### src/rtl/key_debounce.sv
// Pushbutton conditioner: synchronizes the active-low key, debounces it with a timed FSM and
// emits a stable level, press/release/long-press strobes and a wrapping press counter.
module key_debounce #(
    parameter int unsigned DEBOUNCE_CYCLES = 1_000_000,
    parameter int unsigned LONG_CYCLES     = 50_000_000,
    parameter int unsigned CNT_W           = 8
) (
    input  logic             CLOCK_50,
    input  logic             reset,
    input  logic             KEY_N,
    output logic             pressed,
    output logic             press_pulse,
    output logic             release_pulse,
    output logic             long_pulse,
    output logic [CNT_W-1:0] press_count
);

    localparam int unsigned DW = $clog2(DEBOUNCE_CYCLES);
    localparam int unsigned HW = $clog2(LONG_CYCLES + 1);
    localparam logic [DW-1:0] DbLast   = DW'(DEBOUNCE_CYCLES - 1);
    localparam logic [HW-1:0] HoldMax  = HW'(LONG_CYCLES);
    localparam logic [HW-1:0] HoldFire = HW'(LONG_CYCLES - 1);

    typedef enum logic [1:0] {
        StIdle,
        StPressChk,
        StHeld,
        StReleaseChk
    } state_e;

    state_e           state_q;
    logic [1:0]       sync_q;
    logic [DW-1:0]    db_q;
    logic [HW-1:0]    hold_q;
    logic [HW-1:0]    hold_d;
    logic             fired_q;
    logic             pressed_q;
    logic             press_pulse_q;
    logic             release_pulse_q;
    logic             long_pulse_q;
    logic [CNT_W-1:0] press_count_q;
    logic             k;

    assign k = sync_q[1];

    always_ff @(posedge CLOCK_50) begin
        if (reset) begin
            sync_q <= 2'b11;
        end else begin
            sync_q <= {sync_q[0], KEY_N};
        end
    end

    // Hold timer saturates so a very long press cannot wrap and re-fire.
    always_comb begin
        hold_d = hold_q;
        if (hold_q != HoldMax) begin
            hold_d = hold_q + HW'(1);
        end
    end

    always_ff @(posedge CLOCK_50) begin
        if (reset) begin
            state_q         <= StIdle;
            db_q            <= '0;
            hold_q          <= '0;
            fired_q         <= 1'b0;
            pressed_q       <= 1'b0;
            press_pulse_q   <= 1'b0;
            release_pulse_q <= 1'b0;
            long_pulse_q    <= 1'b0;
            press_count_q   <= '0;
        end else begin
            press_pulse_q   <= 1'b0;
            release_pulse_q <= 1'b0;
            long_pulse_q    <= 1'b0;

            if (state_q == StHeld || state_q == StReleaseChk) begin
                hold_q <= hold_d;
                if (hold_d == HoldFire && !fired_q) begin
                    long_pulse_q <= 1'b1;
                    fired_q      <= 1'b1;
                end
            end

            case (state_q)
                StIdle: begin
                    if (!k) begin
                        state_q <= StPressChk;
                        db_q    <= '0;
                    end
                end
                StPressChk: begin
                    if (k) begin
                        state_q <= StIdle;
                    end else if (db_q == DbLast) begin
                        state_q       <= StHeld;
                        pressed_q     <= 1'b1;
                        press_pulse_q <= 1'b1;
                        press_count_q <= press_count_q + CNT_W'(1);
                        hold_q        <= '0;
                        fired_q       <= 1'b0;
                    end else begin
                        db_q <= db_q + DW'(1);
                    end
                end
                StHeld: begin
                    if (k) begin
                        state_q <= StReleaseChk;
                        db_q    <= '0;
                    end
                end
                StReleaseChk: begin
                    if (!k) begin
                        state_q <= StHeld;
                    end else if (db_q == DbLast) begin
                        state_q         <= StIdle;
                        pressed_q       <= 1'b0;
                        release_pulse_q <= 1'b1;
                    end else begin
                        db_q <= db_q + DW'(1);
                    end
                end
                default: state_q <= StIdle;
            endcase
        end
    end

    assign pressed       = pressed_q;
    assign press_pulse   = press_pulse_q;
    assign release_pulse = release_pulse_q;
    assign long_pulse    = long_pulse_q;
    assign press_count   = press_count_q;

endmodule

### config.mk
export PLATFORM = sky130hd
export DESIGN_NAME = key_debounce
export DESIGN_NICKNAME = d
export VERILOG_FILES = /design/src/rtl/key_debounce.sv
export SDC_FILE = /design/constraint.sdc
export NUM_CORES = 1
export LEC_CHECK = 0
export CAP_MARGIN = 20
export CORE_AREA = 8 8 77 105
export DETAILED_ROUTE_END_ITERATION = 16
export DIE_AREA = 0 0 85 113
export PLACE_DENSITY = 0.69
export SYNTH_ARGS = -nofsm -noshare
export SYNTH_HDL_FRONTEND = slang
export SYNTH_SLANG_ARGS = --single-unit
### constraint.sdc
create_clock -name CLOCK_50 -period 2.1 [get_ports CLOCK_50]
set_clock_uncertainty 0.2 [all_clocks]
set_input_delay 0.42 -clock CLOCK_50 [delete_from_list [all_inputs] [get_ports CLOCK_50]]
set_output_delay 0.42 -clock CLOCK_50 [all_outputs]
set_load 0.05 [all_outputs]
# [Word-level counts from Yosys, hierarchy flattened]
# Index checks and enable logic that the tools add are counted.
[totals] out_inout_bits=12 latchBits=0 elab_cells=73 in_bits=3 register_bits=63 ram_bits=0 mem_count=0 romBits=0
[classes] div_mod_pow=0 order_cmp=0 addsub=3 n_eq_ne=14 mux=30 n_reduce_logical=12 shifts=0 mul=0 bitwise_logic=4
[ops] op="two-way mux 26 bit" n=5
[ops] op="two-way mux 20 bit" n=5
[ops] op="one-hot mux 20 bit (4 select lines)" n=1
[ops] op="adder 26 x 1 -> 26 bit (second input constant)" n=1
[ops] op="== test 26 bit (second input constant)" n=1
[ops] op="inequality test 26 bit (second input constant)" n=1
[ops] op="adder 20 x 1 -> 20 bit (second input constant)" n=1
[ops] op="== test 20 bit (second input constant)" n=1
[ops] op="two-way mux 2 bit" n=6
[ops] op="two-way mux 1 bit" n=11
[ops] op="inequality test 2 bit (second input constant)" n=5
[ops] op="adder 8 x 1 -> 8 bit (second input constant)" n=1
[ops] op="one-hot mux 2 bit (4 select lines)" n=1
[ops] op="AND reduction 4 bit" n=2
[ops] op="OR reduction 3 bit" n=2
[ops] op="AND reduction 5 bit" n=1
[ops] op="== test 2 bit (second input constant)" n=2
[ops] op="inverter 1 bit" n=4
[ops] op="inequality test 3 x 2 -> 1 bit (second input constant)" n=1
[ops] op="inequality test 3 bit (second input constant)" n=1
[ops] op="AND reduction 3 bit" n=1
[ops] op="== test 2 x 1 -> 1 bit (second input constant)" n=1
[ops] op="logical NOT 2 bit" n=1
[ops] op="inequality test 2 x 1 -> 1 bit (second input constant)" n=1
[ops] op="other kinds (6)" n=6

# [Longest topological paths before layout]
# Gate-level depths: netlist (run 1).
[logic_depth] depth_word=9 ltp_mapped=9 ltp_nobuf=8

# [Worst setup path before layout (run 1)]
# Ideal clock, no wire load.
[synth_path] path_type="register -> register" from="reg db_q[0]" to="reg press_count_q[5] (netlist: press_count[5])" path_slack_ps=-79 required_ps=1776 setup_ps=124 path_stages_with_launch=10 n_path_buf=1 t_arrival_ps=1855 synth_period_minus_slack_ps=2179 cell_sequence="dfxtp_1 -> ha_1 -> nand2_1 -> or2_0 -> buf_6 -> nor4_4 -> and4_4 -> nand3_2 -> xor2_1 -> nor2_1"
[synth_between] elab_chain_len=2
[synth_rtl] item="from (decl)" line="33" source="logic [DW-1:0] db_q;"
[synth_rtl] item="from (signal assigned)" line="104" source="db_q <= db_q + DW'(1);"
[synth_rtl] item="from (signal assigned)" line="121" source="db_q <= db_q + DW'(1);"
[synth_rtl] item="== test 20 bit" line="96" source="end else if (db_q == DbLast) begin"
[synth_rtl] item="AND reduction 3 bit (no line)"
[synth_rtl] item="to (signal assigned)" line="100" source="press_count_q <= press_count_q + CNT_W'(1);"
[synth_rtl] item="to (decl)" line="41" source="logic [CNT_W-1:0] press_count_q;"
# No other way between the ends.
# A chain may end at the register's enable or synchronous reset.

# [Worst setup path after layout (run 1)]
[layout_path] from="reg hold_q[6]" to="reg hold_q[24]"
[layout_between] elab_chain_len=6 elab_cells_between_ends=7 classes_between="add/sub (1); eq/ne (1); mux (5)"
[layout_rtl] item="from (decl)" line="34" source="logic [HW-1:0] hold_q;"
[layout_rtl] item="from (signal assigned)" line="79" source="hold_q <= hold_d;"
[layout_rtl] item="adder 26 x 1 -> 26 bit or inequality test 26 bit (tied branches)" line="58, 57"
[layout_rtl] item="two-way mux 26 bit *" line="57" source="if (hold_q != HoldMax) begin"
[layout_rtl] item="two-way mux 26 bit *" line="78" source="if (state_q == StHeld || state_q == StReleaseChk) begin"
[layout_rtl] item="two-way mux 26 bit" line="96"
[layout_rtl] item="two-way mux 26 bit" line="94" source="if (k) begin"
[layout_rtl] item="two-way mux 26 bit *" line="86" source="case (state_q)"
# Mark *: on every way between the ends. The rest lies on a longest branch, timed or not.

==> results.md, run 1 <==
- The run finished, with violations left.
- The final reports fail on setup timing.
- The number of synthesized flops with an enable pin is 0.
- Cells with a size suffix above 1 make up 31.3% of the layout.
- Max-cap violations in this run came to 0.
- By area the synthesized netlist is led by dfxtp_1 (40%), xor2_1 (8.9%), nor2_1 (8.5%).
- The count of clock tree sinks is 63.
- Counting the fill cells in the layout gives 537.
- Sequential cells burn 55.3% of the power.
- The busiest metal layer after global routing is met2.
- The I/O pin count is 15.
- The floorplan die height is 113 um.
- In this run the most critical hold path is launched from sync_q[0].
- The final-report hold violation count is 0.
- OpenSTA, run right after detailed placement, puts the worst setup slack at -0.251 ns.
- The H-tree was split into 3 levels.
- IR analysis of the VDD net gives a maximum drop of 0.388 mV.
- The area growth from synthesis to layout is 30.4%.
- After clock tree synthesis, the clock-pin slew on the worst setup and hold paths is 0.07 ns.
- Global routing used 15.9% of the available tracks across all layers.
- The cell type with the largest total area after synthesis is dfxtp_1.
- The setup check on the worst reg-to-reg path leaves a slack of -0.09 ns.
- The distinct cell type count of the synthesized netlist is 48.
- The tightest min-delay check is of the flip-flop to flip-flop type.
- The clock passes through at most 2 buffers.
- The maximum frequency from static timing analysis is 0.457 GHz.
- The worst register-to-register path ends at hold_q[24].
- The core region is 6530 um^2.
- In this run, synthesis produced a sequential element count of 63.
- The critical path in this run is classified as flip-flop to flip-flop.
- Counting instances, the worst hold path has a depth of 1.
- The total non-filler cell area in the finished layout is 4110 um^2.
- Across all layers, the routed design uses 2885 vias.
- Among all flip-flop cells after synthesis, the most frequent one is dfxtp_1.
- The startpoint kind of the worst setup timing path is a flip-flop.
- The relative slew slack is 65.4%.
- The worst endpoint required time is 2.18 ns.
- The number of global-route vias before repair came to 2881.
- The most common cell in the synthesized netlist is nor2_1.
- The sequential element share of the synthesized area is 40.0%.
- The cell area that synthesis handed to floorplanning was 3150 um^2.
- The share of synthesized registers carrying an async set or reset is 0%.
- The synthesized netlist devotes 15.9% of its cell area to XOR and XNOR gates.
- In this run the critical register-to-register path is launched from hold_q[6].
- The total wirelength of the detailed-routed design is 7.73 mm.
- The synthesized netlist devotes 4.33% of its cell area to compound gates.
- The post-synthesis share of cell area spent on full adders, half adders and majority gates is 1.59%.
- The worst register-to-register path has a depth of 7.
- Global routing used 3.41% of the available met3 tracks.
- The net load switching power is 0.000498 W.
- The horizontal die dimension is 85 um.
- Once detailed placement completed, the half-perimeter wirelength came to 5.36 mm.
- The simple-gate portion of the synthesized area is 32.6%.
- The per-cell routed wire length is 14.8 um.
- The routability congestion estimate from global placement is 0.894.
- In this run the worst path has a maximum fanout of 6.
- The leakage component of the power is 1.64 nW.
- After synthesis, the largest family of logic cells by area is simple AND/OR/NAND/NOR gates.
- Setup violations remaining at the end of the flow were counted as 4.
- The synthesized design devotes to its leading area cell type 40.0% of total area.
- The total CTS buffers is 9.
- STA puts the critical path data arrival time at 2.27 ns.
- During synthesis, Yosys emitted a total of 0 warnings.
- The met2 layer usage reported by global route is 28.8%.
- The switching portion of total power is 23.0%.
- Each instance of the synthesized netlist takes up on average 8.56 um^2.
- The clock tree from TritonCTS is built.
- The number of nets in the final layout is 451.
- For this run the aggregate overflow at the end of global routing stands at 0.
- Sorting the synthesized cells by how often they occur yields nor2_1 (71), dfxtp_1 (63), xor2_1 (32), xnor2_1 (25), nand4_1 (24).
- The endpoint of the worst hold-timing path is sync_q[1].
- Counting every net in the synthesized netlist gives 375.
- Once the floorplan was initialized, standard cells occupied 48.3% of the core.
- The first detailed-routing pass ran for 4 iterations.
- The fraction of synthesized area in multiplexers is 0.636%.
- The internal power of the cells totals 0.00167 W.
- The floorplan step defined a die boundary enclosing 9610 um^2.
- The combinational cell fraction of total power is 3.1%.
- The gate count of the mapped netlist is 368.
- The placement row count is 35.
- Across all setup checks in the final design, the least slack found is -0.0898 ns.
- In this run, the clock network consumes 41.6% of the power.
- The number of violations reported at the end of detailed-routing iteration 0 is 127.
- The post-route antenna net violation count is 0.
- In the finished design, the share of the clock period the worst path needs comes to 104%.
- The root buffer cell chosen for the clock tree is clkbuf_8.
- The clock latency at the later pin of the worst-skew pair is 0.34 ns.
- The transition time of the tightest slew-check pin is 0.518 ns.
- Dividing total power by cell area gives a power density of 527 nW/um^2.
- STA classifies the critical path endpoint as a flip-flop.
- Buffers placed on the I/O ports in this run total 14.
- In the routed layout, each cell is associated on average with a via count of 5.53.
- The final-report max-slew violation count is 0.
- Setup repair after global routing could not meet its margin everywhere.
- The pin count of the biggest net entering global routing is 28.
- The placed instances occupy a cell area of 3720 um^2.
- In the global route stage, met1 resource usage came out at 16.1%.
- The number of antenna violations at the first check in global routing is 0.
- Subtracting the final worst setup slack from the clock period gives 2.19 ns.
- After detailed routing, the number of remaining DRC violations is 0.
- The first global-routing pass estimated 12.4 mm of wire.
- The diode insertion count for antenna repair is 0.
layer usage:
layer | vias to the layer above | wire length [um] | part of all wire, %
met4 | 0 | 339 | 4.4
met3 | 32 | 262 | 3.4
met2 | 68 | 4130 | 53
met1 | 1365 | 2990 | 39
met5 | - | 0 | 0
li1 | 1420 | - | -
cells by family (layout without fill, tap and decap cells):
kind of cell               count (synthesis)  count (layout)
and+or+nand+nor                          190             191
DFF                                       63              63
xor gates and xnor gates                  57              57
buffers and inverters                     28             107
AOI/OAI and AO/OA                         24              24
adders and majority gates                  4               4
muxes                                      2               2
critical path, stage by stage (launching register included):
cell	delay (ns)
dfxtp_4	0.38
nand4_1	0.25
or2_4	0.35
nor3_4	0.20
and3_4	0.23
nand2_4	0.05
or3_1	0.36
a21oi_2	0.12
flip-flops by register name (all words and copies together), names as in the netlist, named ones only:
register       cells
sync_q             2
hold_q            26
db_q              20
long_pulse         1
release_pulse      1
state_q            1
pressed            1
press_count        8
fired_q            1
press_pulse        1
power groups by stage:
stage	Combinational (W)	Sequential, W	Clock, W
floorplan	0.0000347	0.00124	0
global placement	0.0000617	0.00123	0
detailed placement	0.0000619	0.00123	0
CTS	0.0000630	0.00120	0.000925
global route	0.0000726	0.00120	0.000998
finish	0.0000661	0.00120	0.000901
final cells by class:
type	instances	area, um^2	area share [%]
clock buffers	11	141	3.44
clock inverters	4	22.5	0.549
inverters	7	26.3	0.640
multi-input cells	278	1870	45.5
flip-flops and latches	63	1290	31.4
well taps	74	92.6	2.26
repair buffers	85	666	16.2
placed cells by master (no fill, tap or decap), types with 2 or more instances in the layout:
| cell type | count |
|---|---|
| nand3_1 | 18 |
| xor2_1 | 32 |
| ha_4 | 2 |
| o21ai_1 | 2 |
| nor4_4 | 3 |
| nand4_1 | 24 |
| clkbuf_8 | 10 |
| a21oi_2 | 2 |
| nand2_1 | 20 |
| nand3_2 | 4 |
| nor4b_1 | 3 |
| dlymetal6s2s_1 | 2 |
| mux2i_1 | 2 |
| and3_1 | 7 |
| ha_1 | 2 |
| clkdlybuf4s50_1 | 2 |
| nor3_2 | 2 |
| nor3_1 | 7 |
| nor4bb_1 | 3 |
| nor2_1 | 69 |
| xnor2_1 | 24 |
| or2_2 | 2 |
| and4_1 | 3 |
| buf_4 | 80 |
| a21oi_1 | 9 |
| dfxtp_2 | 8 |
| and3b_1 | 2 |
| nor4_1 | 3 |
| clkinv_2 | 3 |
| dfxtp_1 | 50 |
| dfxtp_4 | 5 |
| or3_1 | 3 |
| inv_1 | 6 |
| o21ai_0 | 5 |
| and4bb_2 | 2 |
| or2_4 | 3 |
worst max-delay path by stage:
| stage | start | end | slack (ns) |
|---|---|---|---|
| finish | hold_q[6] | hold_q[24] | -0.09 |
| global route | hold_q[1] | long_pulse | -0.21 |
| CTS | hold_q[15] | long_pulse | -0.01 |
| detailed placement | hold_q[0] | long_pulse | -0.25 |
| global placement | hold_q[0] | long_pulse | -0.19 |
| floorplan | db_q[1] | press_count[5] | -0.04 |
metrics by stage:
stage | hold WS (ns) | TNS, ns | power [W] | instances | utilization, %
final | 0.206 | -0.228 | 0.00216 | 522 | 62.9
after global placement | 0.201 | -0.683 | 0.00129 | 496 | 57.0
after detailed placement | 0.193 | -0.719 | 0.00129 | 496 | 57.0
after floorplan | 0.189 | -0.0806 | 0.00127 | 368 | -
after global routing | 0.245 | -0.792 | 0.00227 | 522 | 62.9
after CTS | 0.212 | -0.0145 | 0.00219 | 513 | 60.4
what timing repair did:
action | 4_1_cts | 5_1_grt
cloned | 0 | 1
pin swaps | 3 | 17
setup endpoints to repair | 14 | 40
buffers inserted | 2 | 8
resized for setup | 13 | 30
hold buffers | 0 | 0
(Power assumes the default switching activity.)
==> run 2, diff against run 1 <==
--- a/config.mk
+++ b/config.mk
@@ -10,6 +10,7 @@
 export DETAILED_ROUTE_END_ITERATION = 16
 export DIE_AREA = 0 0 85 113
 export PLACE_DENSITY = 0.69
+export SLEW_MARGIN = 20
 export SYNTH_ARGS = -nofsm -noshare
 export SYNTH_HDL_FRONTEND = slang
 export SYNTH_SLANG_ARGS = --single-unit
==> results of run 2 <==
The final DEF is identical to that of run 1; final timing and power are the same.
